`src/rtl/sat_counter.sv`:
```
// Saturating up-counter with synchronous clear; clear beats increment.
module sat_counter #(
    parameter int W = 16
) (
    input  logic         clk,
    input  logic         rst_n,
    input  logic         inc,
    input  logic         clr,
    output logic [W-1:0] count
);

    always_ff @(posedge clk or negedge rst_n) begin
        if (!rst_n) begin
            count <= '0;
        end else if (clr) begin
            count <= '0;
        end else if (inc && (count != '1)) begin
            count <= count + W'(1);
        end
    end

endmodule

```
`config.mk`:
```
export PLATFORM = sky130hd
export DESIGN_NAME = sat_counter
export DESIGN_NICKNAME = d
export VERILOG_FILES = /design/src/rtl/sat_counter.sv
export SDC_FILE = /design/constraint.sdc
export NUM_CORES = 1
export LEC_CHECK = 0
export BUFFER_PORTS_ARGS = -buffer_cell sky130_fd_sc_hd__buf_2
export CAP_MARGIN = 25
export CORE_ASPECT_RATIO = 1.25
export CORE_MARGIN = 1.5
export CORE_UTILIZATION = 25
export CTS_BUF_LIST = sky130_fd_sc_hd__clkbuf_4
export DETAILED_ROUTE_END_ITERATION = 12
export GPL_TIMING_DRIVEN = 0
export PLACE_DENSITY = 0.54
export SLEW_MARGIN = 10
export SYNTH_ARGS = -nofsm -noshare
export SYNTH_HDL_FRONTEND = slang
export SYNTH_SLANG_ARGS = --single-unit
```
`constraint.sdc`:
```
create_clock -name clk -period 2.9 [get_ports clk]
set_clock_uncertainty 0.1 [all_clocks]
set_input_delay 0.29 -clock clk [delete_from_list [all_inputs] [get_ports clk]]
set_output_delay 0.29 -clock clk [all_outputs]
set_load 0.01 [all_outputs]
```
# --- Yosys cells after proc, flatten, opt, wreduce, memory -nomap -nowiden ---
# Index checks and enable logic that the tools add are counted.
classes:
  n_eq_ne: 1
  n_reduce_logical: 2
  mux: 2
  addsub: 1
ops:
  columns: ["operator", "n"]
  rows:
  - ["16-bit 2-to-1 mux", 2]
  - ["16-bit by 1-bit adder with 16-bit output (second input constant)", 1]
  - ["16-bit != test (second input constant)", 1]
  - ["2-bit nonzero test", 1]
  - ["1-bit logical AND", 1]
totals:
  output_inout_bits: 16
  inputBits: 4
  wordCells: 7
  ff_bits: 16

# --- Logic depth before layout (Yosys ltp) ---
depth:
  word_depth: 4
  depth_mapped: 6
  depth_no_buf: 5

# --- Least setup slack after synthesis ---
# OpenSTA, ideal clock, no wires.
synth_path:
  path_kind: "reg-to-reg"
  from: "register count[0]"
  to: "register count[15]"
  period_less_slack_ps: 1898
  setup_slack_ps: 1002
  required_time_ps: 2672
  t_arrival_ps: 1670
  n_path_buf: 0
  stages_incl_launch_ff: 6
  setup_time_ps: 128
  cell_sequence: "dfrtp_1 -> ha_1 -> nand4_2 -> nor4_4 -> nor4_1 -> mux2_1"
synth_between:
  elab_chain_len: 3
  elab_cells_between_ends: 6
  cone_classes: "add/sub (1); eq/ne (1); mux (2); reduce/logical (2)"
synth_lines:
  columns: ["item", "line_no", "text"]
  rows:
  - ["start: declaration", "9", "output logic [W-1:0] count"]
  - ["start signal: assignment", "18", "count <= count + W'(1);"]
  - ["16-bit by 1-bit adder with 16-bit output / 16-bit != test (equally long branches)", "18, 17", null]
  - ["16-bit 2-to-1 mux / 1-bit logical AND (equally long branches)", "17", "end else if (inc && (count != '1)) begin"]
  - ["16-bit 2-to-1 mux / 2-bit nonzero test (equally long branches)", null, null]
# Several ways; a longest one is shown, not always the timed one. The select of a mux whose other input is x is not followed.
# A chain may end at the register's enable or synchronous reset.

# --- Final worst setup path ---
# Same ends and word-level chain as after synthesis.

==> reports/summary.txt <==
Sequential fraction of the synthesis area -> 42.5%
WP buf/inv -> 0
Most flop-heavy register -> count
Fillers -> 372
Placer Congestion -> 0.769
Synth Area in Simple Gates -> 31.2%
Yosys top cell area share -> 42.5%
Clock transition at path regs -> 90 ps
Post-synthesis xor/xnor area fraction -> 0%
Vias in the first global route -> 834
Most frequent cell after synthesis -> dfrtp_1
Cts hold-fix bufs -> 1
Critical-path top delay cell -> nor4_4
HP Class -> in2reg
Post-CTS setup buffers -> 0
Antenna viol nets, final -> 0
Synth Warn # -> 0
Worst path arrival time -> 2210 ps
Lkg Pwr -> 0.501 nW
Mux cell area share after synthesis -> 4.78%
Post-route setup slack -> 760 ps
Final worst path period share -> 73.8%
Final Critical Period -> 2140 ps
Combinational power share -> 7.6%
Avg Inst Size Synth -> 9.61 um2
Detailed Place HPWL -> 1690 um
Dominant cell type by area after synthesis -> dfrtp_1
Crit path launch type -> flop
H-tree depth -> 1
Hold path cells -> 3
Asr flop ratio synth -> 100%
CTS buffer count -> 3
Buffers on Ports -> 19
Clk network pwr share -> 31.4%
PwrDens -> 334 mW/mm2
Yosys reg bits -> 16
Post-route DRC -> 0
Share of cells above drive strength 1 -> 26.4%
Hold Worst Slack -> 204 ps
Crit path kind -> reg2reg
Sw Share -> 24.6%
Routed vias/inst -> 5.56
GRT Residual Overflow -> 0
Initial Util -> 26.6%
Core Box Area -> 0.00354 mm2
Total Routing Usage GR -> 11.4%
Post-synthesis compound-gate area fraction -> 16.2%
CP Depth -> 5
Rel. slew slack -> 59.5%
Slowest stage delay, CP -> 610 ps
Setup TNS -> 0 ps
Top cells by area, synth -> dfrtp_1 (42%), a21oi_1 (5.8%), o31ai_1 (5.6%), mux2_1 (4.8%), nand4_1 (4.0%)
Slew Viols, Final -> 0
RSZ-0062 raised after global routing -> no
Worst vdd ir -> 0.000146 V
Top Registers -> count x16
Drt pass-1 iters -> 6
Die span in x -> 57.9 um
Synthesized instance count -> 98
Status -> complete, no violations
Die area -> 0.00415 mm2
Area added between synthesis and finish -> 18.7%
Antenna fix cells -> 0
TritonCTS clock tree -> yes
Worst skew pair latency -> 280 ps
P_sw -> 0.0000919 W
Largest register FFs -> 16
Placed cell area -> 0.00109 mm2
Post-place setup slack -> 799 ps
Clk root buf -> clkbuf_4
Clock buffer depth -> 2
Max-Cap Viols -> 0
R2R depth -> 5
FP Rows -> 24
Net Count, Synth -> 103
Total power -> 0.000373 W
Clk sink count -> 16
Crit path capture type -> flop
Post-synth EDFFs -> 0
Final Hold Vio Count -> 0
Setup Viol. Count Final -> 0
WL/cell -> 15.0 um
Worst EP required -> 2970 ps
Part of the power in registers -> 61.0%
Final net count -> 128
Post-Route WL -> 2400 um
CP delay by family, top -> simple AND/OR/NAND/NOR gates
Initial antenna violation count -> 0
Die Ht -> 71.6 um
Adder-Cell Fraction of Synth Area -> 1.33%
Post-synth top cells -> dfrtp_1 (16), a21oi_1 (11), o31ai_1 (7)
Most used flip-flop cell after synthesis -> dfrtp_1
DRT iter0 DRCs -> 30
Post-route cell area -> 0.00112 mm2
First-pass GRT wire length -> 3710 um
Main combinational cell family by area after synthesis -> simple AND/OR/NAND/NOR gates
P_int -> 0.000282 W
Peak Freq -> 0.467 GHz
Crit Path Max Fanout -> 10
Worst-margin pin slew -> 603 ps
Post-cts resize count -> 0
Yosys cell types -> 28
R2r setup slk -> 760 ps
Largest net degree at the start of global routing -> 17
Via count -> 889
Mapped cell area -> 942 um2
I/O pin count -> 20
Worst-path cell chain -> ha_1, nand4_2, nor4_4, nor4_1, mux2_1
-- worst min-delay path, stage by stage --
cell and delay (ps):
buf_2 130, nand3b_1 80, a21oi_1 60
-- final timing paths --
kind                                        from                     to
max                         count[0]$_DFFE_PN0P_  count[15]$_DFFE_PN0P_
min                                          inc   count[1]$_DFFE_PN0P_
max reg2reg                 count[0]$_DFFE_PN0P_  count[15]$_DFFE_PN0P_
min reg2reg                count[14]$_DFFE_PN0P_  count[14]$_DFFE_PN0P_
max in group asynchronous                  rst_n   count[7]$_DFFE_PN0P_
min in group asynchronous                  rst_n   count[0]$_DFFE_PN0P_
-- per-layer routing --
metal | global-route usage (%) | share of wire [%] | vias to the layer above
met4 | 3.88 | 0.46 | 0
met2 | 19.2 | 49 | 19
met1 | 14.6 | 47 | 437
met5 | 0 | 0 | -
met3 | 1.99 | 3.7 | 2
li1 | - | - | 431
-- layout by cell type, fill, tap and decap left out, types with 3 or more instances in the layout --
| cell type | count |
|---|---|
| dfrtp_1 | 16 |
| nand3_1 | 3 |
| clkbuf_1 | 4 |
| o31ai_1 | 7 |
| nand4_1 | 6 |
| o21ai_1 | 3 |
| inv_1 | 3 |
| a21oi_1 | 11 |
| or4_1 | 5 |
| mux2_1 | 4 |
| buf_2 | 19 |
| nand2_1 | 6 |
| nor4_1 | 4 |
| nor2b_1 | 4 |
| nor2_1 | 4 |
| clkbuf_4 | 3 |
-- area by class of cell --
type                    count  area, um2  share of cell area [%]
inverters                   3       11.3                    1.01
well taps                  39       48.8                    4.36
plain buffers               5       26.3                    2.35
multi-input cells          74        504                    45.1
repair buffers             20        105                    9.40
flip-flops and latches     16        400                    35.8
clock buffers               3       22.5                    2.01
-- power groups by stage --
stage	Combinational [W]	Sequential [W]	Clock, W
finish	0.0000285	0.000228	0.000117
global route	0.0000319	0.000228	0.000127
CTS	0.0000289	0.000228	0.000127
detailed placement	0.0000279	0.000232	0
global placement	0.0000269	0.000232	0
floorplan	0.0000126	0.000233	0
-- cells by family (layout without fill, tap and decap cells) --
| group | count (synthesis) | after routing |
|---|---|---|
| muxes | 4 | 4 |
| buffers and inverters | 8 | 31 |
| AOI/OAI and AO/OA | 24 | 24 |
| and+or+nand+nor | 45 | 45 |
| DFF | 16 | 16 |
| adders and majority gates | 1 | 1 |
-- per-stage QoR --
stage	util [%]	instances
CTS	31.6	160
floorplan	-	98
detailed placement	30.6	156
finish	31.6	160
global route	31.6	160
global placement	30.6	156
Power figures use the tool's default switching activity.
